## src/rtl/instr_mem_loader.sv

```systemverilog
// instr_mem_loader: boot loader turning a host byte stream (count header + LSB-first words) into instruction-memory writes, core held until done.
// Write strobe is registered one cycle after each 4th byte; In_Ready stays high while loading. Optional trailing XOR checksum: LOADER_CHECKSUM_EN.
module instr_mem_loader #(
    parameter int ADDR_W = 8
) (
    input  logic        CLK,
    input  logic        RST,
    input  logic        Start,
    input  logic [7:0]  In_Data,
    input  logic        In_Valid,
    output logic        In_Ready,
    output logic        Mem_WE,
    output logic [31:0] Mem_Addr,
    output logic [31:0] Mem_WData,
    output logic        Core_Hold,
    output logic        Load_Done,
    output logic        Load_Err
);

    typedef enum logic [2:0] {
        IDLE,
        HDR0,
        HDR1,
        DATA,
`ifdef LOADER_CHECKSUM_EN
        CSUM,
`endif
        DONE,
        ERR
    } state_t;

    localparam logic [16:0] CAP = 17'(1) << ADDR_W;

    state_t              state;
    logic [15:0]         count;
    logic [ADDR_W-1:0]   idx;
    logic [1:0]          lane;
    logic [23:0]         wbuf;
    logic                last_word;
`ifdef LOADER_CHECKSUM_EN
    logic [7:0]          csum;
`else
    logic                wr_last;
`endif

    assign last_word = (16'(idx) == count - 16'd1);

    always_ff @(posedge CLK or posedge RST) begin
        if (RST) begin
            state     <= IDLE;
            count     <= '0;
            idx       <= '0;
            lane      <= '0;
            wbuf      <= '0;
            In_Ready  <= 1'b0;
            Mem_WE    <= 1'b0;
            Mem_Addr  <= '0;
            Mem_WData <= '0;
            Core_Hold <= 1'b1;
            Load_Done <= 1'b0;
            Load_Err  <= 1'b0;
`ifdef LOADER_CHECKSUM_EN
            csum      <= '0;
`else
            wr_last   <= 1'b0;
`endif
        end else begin
            Mem_WE <= 1'b0;
            case (state)
                IDLE, DONE, ERR: begin
                    if (Start) begin
                        state     <= HDR0;
                        In_Ready  <= 1'b1;
                        Core_Hold <= 1'b1;
                        Load_Done <= 1'b0;
                        Load_Err  <= 1'b0;
                        idx       <= '0;
                        lane      <= '0;
`ifdef LOADER_CHECKSUM_EN
                        csum      <= '0;
`else
                        wr_last   <= 1'b0;
`endif
                    end
                end
                HDR0: begin
                    if (In_Valid) begin
                        count[7:0] <= In_Data;
                        state      <= HDR1;
                    end
                end
                HDR1: begin
                    if (In_Valid) begin
                        count[15:8] <= In_Data;
                        if ({1'b0, In_Data, count[7:0]} > CAP) begin
                            state    <= ERR;
                            In_Ready <= 1'b0;
                            Load_Err <= 1'b1;
                        end else if ({In_Data, count[7:0]} == 16'd0) begin
`ifdef LOADER_CHECKSUM_EN
                            state     <= CSUM;
`else
                            state     <= DONE;
                            In_Ready  <= 1'b0;
                            Core_Hold <= 1'b0;
                            Load_Done <= 1'b1;
`endif
                        end else begin
                            state <= DATA;
                        end
                    end
                end
                DATA: begin
`ifndef LOADER_CHECKSUM_EN
                    // Final word's write cycle: stay in DATA so the strobe never lands in DONE.
                    if (wr_last) begin
                        wr_last   <= 1'b0;
                        state     <= DONE;
                        In_Ready  <= 1'b0;
                        Core_Hold <= 1'b0;
                        Load_Done <= 1'b1;
                    end else
`endif
                    if (In_Valid) begin
`ifdef LOADER_CHECKSUM_EN
                        csum <= csum ^ In_Data;
`endif
                        lane <= lane + 2'd1;
                        case (lane)
                            2'd0: wbuf[7:0]   <= In_Data;
                            2'd1: wbuf[15:8]  <= In_Data;
                            2'd2: wbuf[23:16] <= In_Data;
                            default: begin
                                Mem_WE    <= 1'b1;
                                Mem_Addr  <= 32'({idx, 2'b00});
                                Mem_WData <= {In_Data, wbuf};
                                idx       <= idx + ADDR_W'(1);
                                if (last_word) begin
`ifdef LOADER_CHECKSUM_EN
                                    state   <= CSUM;
`else
                                    wr_last <= 1'b1;
`endif
                                end
                            end
                        endcase
                    end
                end
`ifdef LOADER_CHECKSUM_EN
                CSUM: begin
                    if (In_Valid) begin
                        In_Ready <= 1'b0;
                        if (In_Data == csum) begin
                            state     <= DONE;
                            Core_Hold <= 1'b0;
                            Load_Done <= 1'b1;
                        end else begin
                            state    <= ERR;
                            Load_Err <= 1'b1;
                        end
                    end
                end
`endif
                default: begin
                    state    <= IDLE;
                    In_Ready <= 1'b0;
                end
            endcase
        end
    end

endmodule
```

## config.mk

```make
export PLATFORM = sky130hd
export DESIGN_NAME = instr_mem_loader
export DESIGN_NICKNAME = d
export VERILOG_FILES = /design/src/rtl/instr_mem_loader.sv
export SDC_FILE = /design/constraint.sdc
export NUM_CORES = 1
export LEC_CHECK = 0
export BUFFER_PORTS_ARGS = -buffer_cell sky130_fd_sc_hd__buf_2
export CAP_MARGIN = 20
export CORE_ASPECT_RATIO = 0.6
export CORE_MARGIN = 2
export CORE_UTILIZATION = 45
export CTS_CLUSTER_SIZE = 14
export DETAILED_ROUTE_END_ITERATION = 6
export PLACE_DENSITY_LB_ADDON = 0.1
export SLEW_MARGIN = 5
export SYNTH_ARGS = -nofsm -noshare
export SYNTH_HDL_FRONTEND = slang
export SYNTH_SLANG_ARGS = --single-unit
```

## constraint.sdc

```tcl
create_clock -name CLK -period 8.1 [get_ports CLK]
set_clock_uncertainty 0.1 [all_clocks]
set_input_delay 1.62 -clock CLK [delete_from_list [all_inputs] [get_ports CLK]]
set_output_delay 1.62 -clock CLK [all_outputs]
set_load 0.02 [all_outputs]
```

After elaboration in Yosys (flattened, before gate mapping):

Cells that the tools add are included.

* bitwise operators: 3
* equal/unequal tests: 19
* reduce and logical (&&, ||, !) cells: 21
* mux-type cells: 43
* add/sub/neg operators: 3
* $lt $le $gt $ge: 1

Operators with widths (count)
* $mux W8: 4
* $reduce_and A4 Y1: 7
* $mux W1: 22
* $ne A2 B2 Y1 const B: 10
* $mux W3: 6
* $eq A8 B16 Y1: 1
* $gt A16 B9 Y1 const B: 1
* $logic_not A16 Y1: 1
* $pmux W8 S2: 1
* $sub A16 B1 Y16 const B: 1
* $pmux W3 S4: 1
* $reduce_and A5 Y1: 2
* $add A8 B1 Y8 const B: 1
* $eq A3 B2 Y1 const B: 2
* $eq A3 B3 Y1 const B: 2
* $mux W2: 3
* $pmux W1 S3: 2
* $reduce_and A2 Y1: 3
* $reduce_and A6 Y1: 1
* $reduce_or A3 Y1: 2
* $pmux W1 S2: 2
* $pmux W1 S4: 1
* $pmux W2 S2: 1
* $reduce_bool A2 Y1: 2
* 9 further kinds: 11

* register bits: 99
* output and inout bits: 69
* word-level logic and storage cells: 106
* bits of input ports: 12

Longest topological paths before layout:

Gate-level depths: netlist of the first run.

* word-level depth: 7
* mapped depth: 9
* mapped depth without buffers: 7

Worst setup path before layout of the first run:

Ideal clock, no wire load.

* path type: input to register
* start point: input In_Valid
* end point: register wr_last
* data required time: 7905 ps
* stages: 6
* library setup time: 95 ps
* setup slack: 5124 ps
* arrival time: 2781 ps
* buffers on the path: 1
* cells stage by stage: nand3b_1 -> or2_1 -> buf_2 -> a2111oi_0 -> nand4_1 -> o31ai_1

* longest elaborated chain between the ends: 3

RTL lines
* start: declaration: line 10 `input logic In_Valid,`
* $mux W1: line 124 `if (In_Valid) begin`
* $mux W1: line 116 `if (wr_last) begin`
* $pmux W1 S2: line 69 `case (state)`
* end signal: assignment: line 65 `wr_last <= 1'b0;`
* end signal: assignment: line 82 `wr_last <= 1'b0;`
* end signal: assignment: line 117 `wr_last <= 1'b0;`
* end: declaration: line 43 `logic wr_last;`

No other way between the ends.
A chain may end at the register's enable or synchronous reset.

Worst setup path in the final report of the first run:

Ends and elaborated chain as after synthesis.

==> results of run 1 <==
-- area by class of cell --
cell class              instances  area share (%)
clock buffers                   9            4.34
clock inverters                 7            1.95
inverters                      16            1.21
multi-input cells             315            35.5
flip-flops and latches         99            47.8
well taps                     135            3.26
repair buffers                 60            5.98
-- final timing paths --
kind | from | endpoint | slack, ns | cells past startpoint
worst min register to register | wbuf[9] | Mem_WData[9] | 0.37 | 2
worst max register to register | state[1] | wr_last | 5.68 | 6
max in group asynchronous | RST | count[15] | 5.54 | 3
worst min-delay path | wbuf[9] | Mem_WData[9] | 0.37 | 2
worst max-delay path | In_Valid | wr_last | 4.85 | 7
min in group asynchronous | RST | Mem_Addr[7] | 1.20 | 2
-- registers in the layout, summed over array words and instances (netlist names) --
| signal | cells |
|---|---|
| Core_Hold | 1 |
| In_Ready | 1 |
| Load_Done | 1 |
| Load_Err | 1 |
| Mem_Addr | 8 |
| Mem_WData | 32 |
| Mem_WE | 1 |
| count | 16 |
| idx | 8 |
| lane | 2 |
| state | 3 |
| wbuf | 24 |
| wr_last | 1 |
-- cell families after synthesis --
kind of cell	Yosys count
AOI/OAI and AO/OA	39
xor gates and xnor gates	14
adders and majority gates	7
buffers and inverters	54
DFF	99
muxes	42
other	1
and+or+nand+nor	189
-- tightest hold or removal path, cell delays in order (launching register included) --
cell	delay, ns
dfrtp_1	0.34
nand2_1	0.05
nand2_1	0.05
-- metal layers --
metal	vias up	track usage [%]	part of all wire [%]
met5	-	0	0
met4	0	5.21	0.80
met3	7	4.26	5.0
met2	75	25.8	40
met1	1527	30.2	54
li1	1539	-	-
-- metrics by stage --
step / power [mW] / std cells / setup WS (ns) / hold WS [ns] / instance area [um2]
final: 1.61 / 641 / 4.85 / 0.366 / 5190
after floorplan: 1.05 / 468 / 3.79 / 0.333 / 4620
after detailed placement: 1.16 / 625 / 4.54 / 0.352 / 4860
after global placement: 1.15 / 625 / 4.59 / 0.347 / 4860
after CTS: 1.63 / 641 / 4.89 / 0.369 / 5190
after global routing: 1.71 / 641 / 4.69 / 0.397 / 5190
-- report_power, final --
part	internal, mW	leakage [nW]	switching (mW)	total [mW]
clock network	0.273	0.158	0.188	0.461
logic	0.196	1.23	0.230	0.426
registers	0.618	1.31	0.108	0.726
-- cell usage in the layout (no fill, tap or decap), types with 6 or more instances in the layout --
| cell type | Yosys | layout |
|---|---|---|
| buf_2 | 4 | 56 |
| mux2_2 | 40 | 40 |
| nand2_1 | 134 | 134 |
| xnor2_1 | 7 | 7 |
| inv_1 | 16 | 15 |
| conb_1 | 1 | 24 |
| dfrtp_1 | 98 | 98 |
| a21oi_1 | 6 | 6 |
| clkbuf_16 | 0 | 9 |
| nor2_1 | 17 | 17 |
| xor2_1 | 7 | 7 |
| nand4_1 | 6 | 6 |
| o21ai_0 | 15 | 15 |
| nand3_1 | 6 | 6 |
| ha_1 | 7 | 7 |
==> summary.txt, run 1 <==
HP Class - reg -> reg
Post-DR vias/cell - 4.91
Reg area - 2480 um2
Die Wd - 134 um
Final core utilization - 52.9%
Post-cts sizing count - 0
GP Congestion - 0.870
RSZ-0062 raised after global routing - no
Total of max-cap violations - 0
CP startpoint kind - primary input
Yosys Warn Count - 0
Clk pin slew, worst setup/hold paths - 0.07 ns
Worst-Skew Late Latency - 0.34 ns
Cells along the critical path - buf_2 > nand3b_1 > or2_1 > buf_4 > a2111oi_0 > nand4_1 > o31ai_1
Final Max Slew Viols - 0
Syn avg cell area - 10.2 um2
Worst EP required - 8.25 ns
Mapped Cells - 445
CTS root buf - clkbuf_16
Power Density - 311 nW/um2
FP Rows - 28
Leak pwr - 2.70 nW
CP endpoint kind - flop
Largest family of logic cells by synthesized area - simple AND/OR/NAND/NOR gates
Area occupied by multi-input gates - 1840 um2
Max Clk Rate - 308 MHz
I/O pin cnt - 81
Top_reg_cell synth - dfrtp_1
CTS tree - yes
Top cells by count, synth - 134 x nand2_1, 98 x dfrtp_1, 40 x mux2_2
First-pass GRT wire length - 15.8 mm
Post-synthesis sequential area ratio - 54.7%
Initial Util - 46.2%
Maximum vdd drop - 0.166 mV
Via count - 3,148
Nets@finish - 520
Hold Vio Cnt, Final - 0
Critical path arrival - 3.40 ns
WL/cell - 15.0 um
Critical path's slowest cell - a2111oi_0
Post-CTS setup buffers - 0
Aggregate global routing overflow - 0
Worst Path Buf+Inv - 2
Distinct cells, synth - 42
DRC viols - 0
Compound-cell area share of the yosys netlist - 5.33%
Final ANT Viol Nets - 0
Post-Synth Simple-Gate Area - 18.3%
Synth-to-Final Area Change - 14.5%
DRT iter0 DRCs - 219
Synth top area cells - dfrtp_1 54%, nand2_1 11%, mux2_2 9.9%
Max H-tree Level - 3
Seq cells post-synth - 99
Setup Crit Path Kind - in -> reg
Ys async rst share - 100%
Crit-path leading delay family - compound AO/OA/AOI/OAI gates
I/O Buffers - 56
CTS sink count - 99
Endpoints failing setup - 0
Final setup TNS - 0 ns
First-pass DRT Iterations - 4
Gr usage total - 19.0%
Detailed Route WL - 9.65 mm
Status - completed
Number of global-route vias before repair - 2,954
Period utilization - 40.1%
Worst slew margin - 42.6%
Die Footprint - 10,900 um2
Worst path max stage delay - 0.54 ns
Crit-path max FO - 46
Final HPWL DP - 6.81 mm
Post-synthesis cell area - 4530 um2
Time the worst path needs with I/O delays and setup - 3.25 ns
Initial antenna violation count - 0
Multiplexer share of the synthesized area - 10.4%
Total core area - 9810 um2
Pin count of the biggest net entering global routing - 64
Hold_buf cts - 0
Top-count cell post-synth - nand2_1
Post-synth EDFFs - 0
Clock buffer count from CTS - 9
Synth Area in XOR/XNOR - 2.71%
Longest Clk Path Bufs - 2
Adder-Cell Fraction of Synth Area - 1.93%
Worst-margin pin slew - 0.855 ns
Share of cells above drive strength 1 - 23.9%
Yosys top cell by area - dfrtp_1
Die H - 81.7 um
Antenna Cells - 0
Synth top area share - 54.1%
Filler cells - 901
Note: power is estimated with default switching activity, not from simulation.
==> run 2, diff against run 1 <==
Settings changed: ABC_AREA set to 1.
Clock period 8.1 ns to 2.8 ns, I/O delays scaled along.
==> summary.txt, run 2 <==
Max Clk Rate - 519 MHz
Top-count cell post-synth - nand2_1
Internal cell power - 3.06 mW
Via count - 3,643
Worst slew margin - 53.4%
Crit-path max FO - 16
Power share of the combinational group - 27.4%
RSZ-0062 raised after global routing - no
Commonest non-fill, non-tap cells in the layout - 199 x nand2_1, 98 x dfrtp_1, 70 x o21ai_0
Gr usage total - 20.1%
Longest Clk Path Bufs - 2
Clock buffer count from CTS - 9
Aggregate global routing overflow - 0
Yosys Warn Count - 0
Top cells by count, synth - 199 x nand2_1, 98 x dfrtp_1, 70 x o21ai_0
Initial Util - 46.8%
Synth top area share - 52.7%
GP Congestion - 0.809
Largest regs - Mem_WData x32, wbuf x24, count x16
Post-synthesis sequential area ratio - 53.2%
Final HPWL DP - 7.59 mm
Detailed Route WL - 10.4 mm
I/O pin cnt - 81
I/O Buffers - 56
Die H - 82.8 um
Status - completed
Cell Area, Placed - 4980 um2
Maximum vdd drop - 0.427 mV
First-pass DRT Iterations - 4
Sw frac - 35.2%
First-pass GRT wire length - 16.9 mm
Fin area - 5330 um2
CTS root buf - clkbuf_16
Commonest non-fill, non-tap cell in the layout - nand2_1
Worst-margin pin slew - 0.697 ns
Syn avg cell area - 8.37 um2
DRT iter0 DRCs - 265
Top_reg_cell synth - dfrtp_1
Synth-to-Final Area Change - 14.5%
DRC viols - 0
Sw Pwr - 1.66 mW
Mapped Cells - 556
Sequential power share - 42.2%
Die Footprint - 11,200 um2
Total of max-cap violations - 0
FP Rows - 28
Total core area - 9950 um2
Post-cts sizing count - 0
Initial antenna violation count - 1
Hold Vio Cnt, Final - 0
Ys async rst share - 100%
CP startpoint kind - flop
Critical R2R Launch - state[2]
Number of global-route vias before repair - 3,328
Share of cells above drive strength 1 - 15.4%
CTS sink count - 99
Setup crit start - state[2]
Post-synthesis cell area - 4660 um2
Antenna Cells - 0
Final ANT Viol Nets - 0
Worst-Skew Late Latency - 0.35 ns
WL/cell - 13.9 um
Power Density - 885 nW/um2
Top reg by flops - Mem_WData
Die Wd - 135 um
Clk pin slew, worst setup/hold paths - 0.07 ns
Clk pwr share - 30.4%
Critical path arrival - 2.06 ns
Final Max Slew Viols - 0
Worst EP required - 2.94 ns
Synth top area cells - dfrtp_1 53%, nand2_1 16%, o21ai_0 7.5%
Period utilization - 68.8%
CP endpoint kind - flop
Setup Crit Path Kind - reg -> reg
Pwr Total - 4.72 mW
Max H-tree Level - 3
Final setup TNS - 0 ns
Distinct cells, synth - 34
Pin count of the biggest net entering global routing - 100
Post-DR vias/cell - 4.85
Max FFs per register - 32
CTS tree - yes
Hold_buf cts - 0
Seq cells post-synth - 99
HP Class - in -> async
Post-synth EDFFs - 0
Yosys top cell by area - dfrtp_1
Time the worst path needs with I/O delays and setup - 1.93 ns
Nets@finish - 630
Endpoints failing setup - 0
Leak pwr - 2.88 nW
Post-CTS setup buffers - 0
-- run 2: power groups by stage --
stage               sequential, mW  combinational, mW  clock (mW)
floorplan                     2.00              0.982           0
global placement              2.00               1.26           0
detailed placement            2.01               1.30           0
CTS                           1.99               1.30        1.47
global route                  2.03               1.52        1.51
finish                        1.99               1.29        1.43
-- run 2: routing by layer --
metal  vias to the layer above  track usage [%]  wire [um]
li1                       1826                -          -
met1                      1726             31.0       5420
met2                        87             27.7       4230
met3                         4             5.10        687
met4                         0             5.73         72
met5                         -                0          0
-- run 2: cells by family (layout without fill, tap and decap cells) --
kind of cell | Yosys count | after routing | share of synthesized area [%]
simple gates | 286 | 286 | 26.3
other cells | 1 | 24 | 0.0805
flops | 99 | 99 | 53.2
fa+ha+maj | 7 | 7 | 1.88
buf+inv | 79 | 116 | 8.73
compound gates | 78 | 78 | 8.60
xor+xnor | 6 | 6 | 1.13
-- run 2: cell type report --
| type | instances | area, um2 |
|---|---|---|
| clock buffer | 9 | 225 |
| timing repair buffer | 59 | 315 |
| clock inverter | 7 | 124 |
| sequential | 99 | 2480 |
| tap | 135 | 169 |
| multi-input combinational | 401 | 1860 |
| inverter | 41 | 163 |
| fill | 937 | 4620 |
-- run 2: path summary, 6_finish.rpt --
path	end	slack (ns)	depth (start not counted)
max	wbuf[3]	0.87	5
max in group asynchronous	idx[6]	1.92	3
min in group CLK	Load_Err	0.36	2
min reg2reg	Load_Err	0.36	2
max reg2reg	wbuf[3]	0.87	5
min	Mem_WData[8]	0.23	3
-- run 2: critical path: stages (launching register included) --
cell      delay (ns)
dfrtp_1         0.39
inv_1           0.13
nand3_4         0.13
clkinv_4        0.13
nand4_1         0.52
o21ai_0         0.41
-- run 2: metrics by stage --
stage	cells	worst slack (ns)	util [%]	hold slack [ns]
6_report	751	0.874	53.6	0.235
5_1_grt	751	0.682	53.6	0.316
4_1_cts	751	0.852	53.6	0.291
3_5_place_dp	735	0.750	50.1	0.354
3_3_place_gp	735	0.789	50.1	0.352
2_1_floorplan	579	0.965	-	0.349
